===== src/rtl/pc_fetch_unit_pkg.sv =====
// ----------------------------------------------------------------------------
// pc_fetch_unit_pkg
//   Shared types for the program-counter / instruction-fetch sequencer.
//   pcSrc_t      : next-PC source select codes driven by the control unit
//   fetchState_t : fetch sequencer states
// ----------------------------------------------------------------------------
package pc_fetch_unit_pkg;

    typedef enum logic [1:0] {
        PCSRC_INC = 2'b00,
        PCSRC_BR  = 2'b01,
        PCSRC_JMP = 2'b10,
        PCSRC_RET = 2'b11
    } pcSrc_t;

    typedef enum logic [1:0] {
        S_FETCH = 2'b00,
        S_WAIT  = 2'b01,
        S_ISSUE = 2'b10
    } fetchState_t;

endpackage


===== src/rtl/pc_ras.sv =====
// ----------------------------------------------------------------------------
// pc_ras
//   Circular return-address stack, RAS_DEPTH entries of PC_W bits.
//   A push while full overwrites the oldest entry and sets the sticky
//   overflow flag; a pop while empty leaves the stack untouched and sets the
//   sticky underflow flag. Push and pop are never requested together; push
//   wins if they are.
// Ports
//   CLOCK_50  in   rising-edge clock
//   reset     in   asynchronous active-low reset
//   push      in   write pushData on top
//   pop       in   discard top entry
//   pushData  in   PC_W return address to store
//   popData   out  PC_W current top entry (valid when !empty)
//   empty     out  no entries held
//   overflow  out  sticky: push while full
//   underflow out  sticky: pop while empty
// ----------------------------------------------------------------------------
module pc_ras #(
    parameter int PC_W      = 12,
    parameter int RAS_DEPTH = 4
) (
    input  logic            CLOCK_50,
    input  logic            reset,
    input  logic            push,
    input  logic            pop,
    input  logic [PC_W-1:0] pushData,
    output logic [PC_W-1:0] popData,
    output logic            empty,
    output logic            overflow,
    output logic            underflow
);

    localparam int PTR_W = $clog2(RAS_DEPTH);
    localparam int CNT_W = PTR_W + 1;

    logic [PC_W-1:0]  stack [RAS_DEPTH];
    logic [PTR_W-1:0] topPtr;   // next free slot; wraps modulo RAS_DEPTH
    logic [CNT_W-1:0] count;
    logic             full;

    always_comb begin
        full    = (count == CNT_W'(RAS_DEPTH));
        empty   = (count == '0);
        popData = stack[topPtr - PTR_W'(1)];
    end

    always_ff @(posedge CLOCK_50 or negedge reset) begin
        if (!reset) begin
            topPtr    <= '0;
            count     <= '0;
            overflow  <= 1'b0;
            underflow <= 1'b0;
        end else if (push) begin
            topPtr <= topPtr + PTR_W'(1);
            if (full) begin
                overflow <= 1'b1;
            end else begin
                count <= count + CNT_W'(1);
            end
        end else if (pop) begin
            if (empty) begin
                underflow <= 1'b1;
            end else begin
                topPtr <= topPtr - PTR_W'(1);
                count  <= count - CNT_W'(1);
            end
        end
    end

    // Storage carries no reset: an entry is only ever read after being written.
    always_ff @(posedge CLOCK_50) begin
        if (push) begin
            stack[topPtr] <= pushData;
        end
    end

endmodule


===== src/rtl/pc_fetch_unit.sv =====
// ----------------------------------------------------------------------------
// pc_fetch_unit
//   Program counter and instruction-fetch sequencer for the multicycle core.
//   FETCH strobes the memory at pc, WAIT counts MEM_LATENCY cycles and
//   captures the read data, ISSUE presents it with instr_valid until the
//   control unit accepts it; on accept the PC advances to next_pc.
// Ports
//   CLOCK_50      in   clock, rising edge
//   reset         in   asynchronous active-low reset
//   mem_addr      out  instruction memory address (pc)
//   mem_rd        out  read strobe, high in FETCH only
//   instr_in      in   memory read data
//   instr_out     out  registered instruction
//   instr_valid   out  instr_out holds a fetched instruction
//   instr_ready   in   control accepts instr_out
//   pc_en         in   unconditional redirect
//   pc_cond_en    in   conditional branch enable
//   zero          in   ALU zero flag
//   pc_src        in   00 inc, 01 branch, 10 jump, 11 return
//   call          in   with jump: push pc+1 onto the return stack
//   alu_target    in   branch target
//   jump_imm      in   jump target
//   pc            out  address of instruction in instr_out
//   ras_overflow  out  sticky: push while return stack full
//   ras_underflow out  sticky: return while return stack empty
// ----------------------------------------------------------------------------
module pc_fetch_unit
    import pc_fetch_unit_pkg::*;
#(
    parameter int PC_W         = 12,
    parameter int INSTR_W      = 16,
    parameter int MEM_LATENCY  = 1,
    parameter int RAS_DEPTH    = 4,
    parameter int RESET_VECTOR = 0
) (
    input  logic               CLOCK_50,
    input  logic               reset,
    output logic [PC_W-1:0]    mem_addr,
    output logic               mem_rd,
    input  logic [INSTR_W-1:0] instr_in,
    output logic [INSTR_W-1:0] instr_out,
    output logic               instr_valid,
    input  logic               instr_ready,
    input  logic               pc_en,
    input  logic               pc_cond_en,
    input  logic               zero,
    input  logic [1:0]         pc_src,
    input  logic               call,
    input  logic [PC_W-1:0]    alu_target,
    input  logic [PC_W-1:0]    jump_imm,
    output logic [PC_W-1:0]    pc,
    output logic               ras_overflow,
    output logic               ras_underflow
);

    localparam int LAT_W = (MEM_LATENCY > 1) ? $clog2(MEM_LATENCY) : 1;
    localparam logic [PC_W-1:0] RV = PC_W'(RESET_VECTOR);

    fetchState_t      state, stateNext;
    logic [LAT_W-1:0] latCnt;
    logic             latDone;
    logic             accept;
    pcSrc_t           src;
    logic [PC_W-1:0]  pcInc;
    logic [PC_W-1:0]  nextPc;
    logic             pushReq, popReq;
    logic [PC_W-1:0]  rasTop;
    logic             rasEmpty;

    always_comb begin
        src     = pcSrc_t'(pc_src);
        accept  = (state == S_ISSUE) && instr_ready;
        latDone = (latCnt == LAT_W'(MEM_LATENCY - 1));
        pcInc   = pc + PC_W'(1);
    end

    // ---------------- FSM: state register ----------------
    always_ff @(posedge CLOCK_50 or negedge reset) begin
        if (!reset) begin
            state <= S_FETCH;
        end else begin
            state <= stateNext;
        end
    end

    // ---------------- FSM: next state ----------------
    always_comb begin
        stateNext = state;
        case (state)
            S_FETCH: stateNext = S_WAIT;
            S_WAIT:  if (latDone) stateNext = S_ISSUE;
            S_ISSUE: if (instr_ready) stateNext = S_FETCH;
            default: stateNext = S_FETCH;
        endcase
    end

    // ---------------- FSM: outputs ----------------
    // The reset state is FETCH, so the strobe is qualified by reset to keep
    // it low while reset is held.
    always_comb begin
        mem_rd      = (state == S_FETCH) && reset;
        mem_addr    = pc;
        instr_valid = (state == S_ISSUE);
    end

    // ---------------- next-PC selection (used on accept only) ----------------
    always_comb begin
        nextPc  = pcInc;
        pushReq = 1'b0;
        popReq  = 1'b0;
        if (pc_en && src == PCSRC_JMP) begin
            nextPc  = jump_imm;
            pushReq = call;
        end else if (pc_en && src == PCSRC_RET) begin
            popReq = 1'b1;
            nextPc = rasEmpty ? RV : rasTop;
        end else if (pc_en && src == PCSRC_BR) begin
            nextPc = alu_target;
        end else if (pc_cond_en && zero) begin
            nextPc = alu_target;
        end
    end

    // ---------------- PC, latency counter, instruction register ----------------
    always_ff @(posedge CLOCK_50 or negedge reset) begin
        if (!reset) begin
            pc        <= RV;
            instr_out <= '0;
            latCnt    <= '0;
        end else begin
            case (state)
                S_WAIT: begin
                    if (latDone) begin
                        instr_out <= instr_in;
                        latCnt    <= '0;
                    end else begin
                        latCnt <= latCnt + LAT_W'(1);
                    end
                end
                S_ISSUE: begin
                    if (accept) pc <= nextPc;
                end
                default: ;
            endcase
        end
    end

    pc_ras #(
        .PC_W      (PC_W),
        .RAS_DEPTH (RAS_DEPTH)
    ) uRas (
        .CLOCK_50  (CLOCK_50),
        .reset     (reset),
        .push      (accept && pushReq),
        .pop       (accept && popReq),
        .pushData  (pcInc),
        .popData   (rasTop),
        .empty     (rasEmpty),
        .overflow  (ras_overflow),
        .underflow (ras_underflow)
    );

endmodule


===== config.mk =====
export PLATFORM = sky130hd
export DESIGN_NAME = pc_fetch_unit
export DESIGN_NICKNAME = d
export VERILOG_FILES = /design/src/rtl/pc_fetch_unit_pkg.sv /design/src/rtl/pc_ras.sv /design/src/rtl/pc_fetch_unit.sv
export SDC_FILE = /design/constraint.sdc
export NUM_CORES = 1
export LEC_CHECK = 0
export CORE_ASPECT_RATIO = 1.75
export CORE_MARGIN = 8
export CORE_UTILIZATION = 25
export CTS_BUF_LIST = sky130_fd_sc_hd__clkbuf_16
export DETAILED_ROUTE_END_ITERATION = 7
export PLACE_DENSITY = 0.55
export SLEW_MARGIN = 5
export SYNTH_ARGS = -nofsm -noshare
export SYNTH_HDL_FRONTEND = slang
export SYNTH_SLANG_ARGS = --single-unit

===== constraint.sdc =====
create_clock -name CLOCK_50 -period 2.9 [get_ports CLOCK_50]
set_input_delay 0.29 -clock CLOCK_50 [delete_from_list [all_inputs] [get_ports CLOCK_50]]
set_output_delay 0.29 -clock CLOCK_50 [all_outputs]
set_load 0.02 [all_outputs]

==> impl_metrics.ini <==
[clock_tree]
clk_pin_slew_worst_paths_ps = 60
hold_buffers = 0
clock-sinks = 85
clockBufferDepth = 2
htreeDepth = 3
ctsRootBufferMaster = clkbuf_16
clk_latency_ps = 330
cts_tree = built
cts_buffers = 9
cts_setup_buffers = 0
cts_resized = 0

[cells_and_area]
nets = 424
antenna_cells = 0
syn2layout_area_growth_pct = 33.29
drive_above_1_share = 0.1497

[drt]
drc = 0
drtIter0Drc = 124
detail-route-antenna-nets = 0
vias = 2666
vias_per_cell = 4.735
first_pass_iters = 4
routed_wl_mm = 10.50
wl_per_cell_um = 18.65

[worst_setup_path]
path_cells = inv_1 > ha_1 > mux4_2 > a221oi_1 > o22ai_1
r2r_start = uRas.topPtr[1]$_DFFE_PN0P_
rr_worst_depth = 5
crit_fanout = 14
crit_buf_inv = 1
worst-path-stages = 5
critPathKind = reg2reg
critPathLaunch = uRas.topPtr[1]$_DFFE_PN0P_
worstSetupEndpointType = flop
slowest_delay_ps = 670
cpMaxStageDelayCell = ha_1
crit_end = mem_addr[0]$_DFFE_PN0P_
required_ps = 3100
timing.rr.end = mem_addr[0]$_DFFE_PN0P_
crit_family = adder cells
rrSetupSlack_ps = 750
crit_path_start_kind = flop
worstPathArrival_ps = 2340

[global_routing]
grt_pass1_vias = 2866
grt_max_degree = 38
grt_pass1_wl_mm = 16.29
grt_usage = 0.1053
antenna_found_initial = 0
grt_overflow_total = 0

[synthesis]
ys_warn_count = 0
ys_ff_latch = 85
synth_cell_types = 47
synth_area_um2 = 3946
avgSynthCellArea_um2 = 13.99
synth-edff-count = 48
synth.most_common_cell = edfxtp_1
async_flop_share = 0.4353
yosysSeqAreaShare = 0.5999
synth_area_leaders = edfxtp_1 37%, dfrtp_1 23%, mux4_2 6.3%
synth_ff_type = edfxtp_1
yosysTopAreaCell = edfxtp_1
syn_nets = 337
synth.top_cell.area_share = 0.3653
syn_inst = 282
synthTopCellsByCount = 48 x edfxtp_1, 37 x dfrtp_1, 17 x mux2_2

[sta]
hold_viol_final = 0
final.setup.tns_ps = 0
slew_headroom = 0.4598
holdWs_ps = 34.62
slew_viol_final = 0
setup_viol = 0
finalClockSkew_ps = 5.268
timing.final.crit_period_ps = 2147
grt_setup_unrepaired = false
tightest_slew_ps = 810.2
fin_crit_sh = 0.7403
max_freq_mhz = 465.8

[power]
vdd_drop_max_mv = 0.2973
power_density_nw_per_um2 = 1001
leakagePower_nw = 1.955

[die]
die_x_um = 111.0
ios = 93
num_rows = 61
start_util = 0.2522
core_area_um2 = 15650
die_area_um2 = 20220
die_y_um = 182.2

[placed_design]
dp_hpwl_mm = 8.027
numPortBuffers = 92
gp_congestion = 0.7643

[run]
cap_violations = 0

[status]
outcome = completed

[worst_hold_path]
hp-class = in2async
[worst min-delay path by stage]
stage | from | endpoint | slack, ps
floorplan | reset | instr_out[0]$_DFFE_PN0N_ | -6
global placement | reset | instr_out[13]$_DFFE_PN0N_ | 400
detailed placement | reset | instr_out[13]$_DFFE_PN0N_ | 400
CTS | reset | mem_addr[4]$_DFFE_PN0P_ | 40
global route | reset | instr_out[7]$_DFFE_PN0N_ | 70
finish | reset | instr_out[7]$_DFFE_PN0N_ | 30
[stage by stage]
| step | instances | worst slack [ps] | instance area, µm² | utilization | total power [mW] |
|---|---|---|---|---|---|
| 2_1_floorplan | 282 | 621.5 | 3946 | - | 3.321 |
| 4_1_cts | 563 | 678.0 | 5260 | 0.3362 | 5.355 |
| 6_report | 563 | 753.1 | 5260 | 0.3362 | 5.264 |
| 3_3_place_gp | 547 | 538.7 | 4976 | 0.3180 | 4.207 |
| 5_1_grt | 563 | 644.3 | 5260 | 0.3362 | 5.569 |
| 3_5_place_dp | 547 | 486.9 | 4976 | 0.3180 | 4.231 |
[routing by layer]
layer	routed length [µm]	GRT usage	vias to the layer above
li1	-	-	1225
met1	3840	0.1095	1330
met2	5717	0.1825	89
met3	571	0.02137	22
met4	370	0.07989	0
met5	0	0	-
[report_power, final]
part           switching [mW]  internal, mW
logic                    1.14          1.10
registers               0.284          1.64
clock network           0.443         0.655
[cells by family (layout without fill, tap and decap cells)]
family                   Yosys count  after routing  synth area share
flip-flops                        85             85            0.5999
AO/OA/AOI/OAI                     66             66            0.1084
AND/OR/NAND/NOR                   50             50           0.06912
buffers and inverters             34            126           0.05580
multiplexers                      31             31            0.1237
XOR/XNOR                          10             10           0.02220
adder cells (fa/ha/maj)            6              6           0.02093
[layout make-up]
cell class,count,area (µm²)
timing repair buffer,100,975.9
sequential,85,2367
multi-input combinational,163,1359
inverter,10,37.54
clock inverter,7,58.81
tap,189,236.5
fill,1531,10390
clock buffer,9,225.2
[sequential cells by signal, summed over array words and instances, names as in the netlist]
signal          count
uRas.stack         48
state               2
instr_out          16
uRas.underflow      1
mem_addr           12
uRas.topPtr         2
uRas.count          3
uRas.overflow       1
[cell usage in the layout (no fill, tap or decap), types with 2 or more instances in the layout]
master / netlist / layout
or3_1: 3 / 3
nand4_1: 4 / 4
dfrtp_1: 37 / 37
clkinv_1: 0 / 2
nor2_1: 5 / 5
clkbuf_16: 0 / 9
a221oi_1: 4 / 4
nand2b_1: 2 / 2
a41o_1: 2 / 2
ha_1: 5 / 5
xor2_1: 3 / 3
mux2_2: 17 / 17
clkdlybuf4s50_1: 0 / 91
and3_1: 3 / 3
a211oi_1: 3 / 3
nand2_1: 16 / 16
buf_4: 13 / 8
and3b_1: 2 / 2
o21ai_1: 7 / 7
xnor2_1: 7 / 7
a31oi_1: 5 / 5
o22a_1: 2 / 2
edfxtp_1: 48 / 48
o22ai_1: 9 / 9
o21a_1: 5 / 5
and2_1: 5 / 5
a21oi_2: 2 / 2
mux4_2: 11 / 11
inv_1: 9 / 11
a21oi_1: 10 / 10
mux2_1: 2 / 2
o21ai_0: 12 / 12
nand3b_1: 2 / 2
nand3_1: 4 / 4
Power figures use the tool's default switching activity.
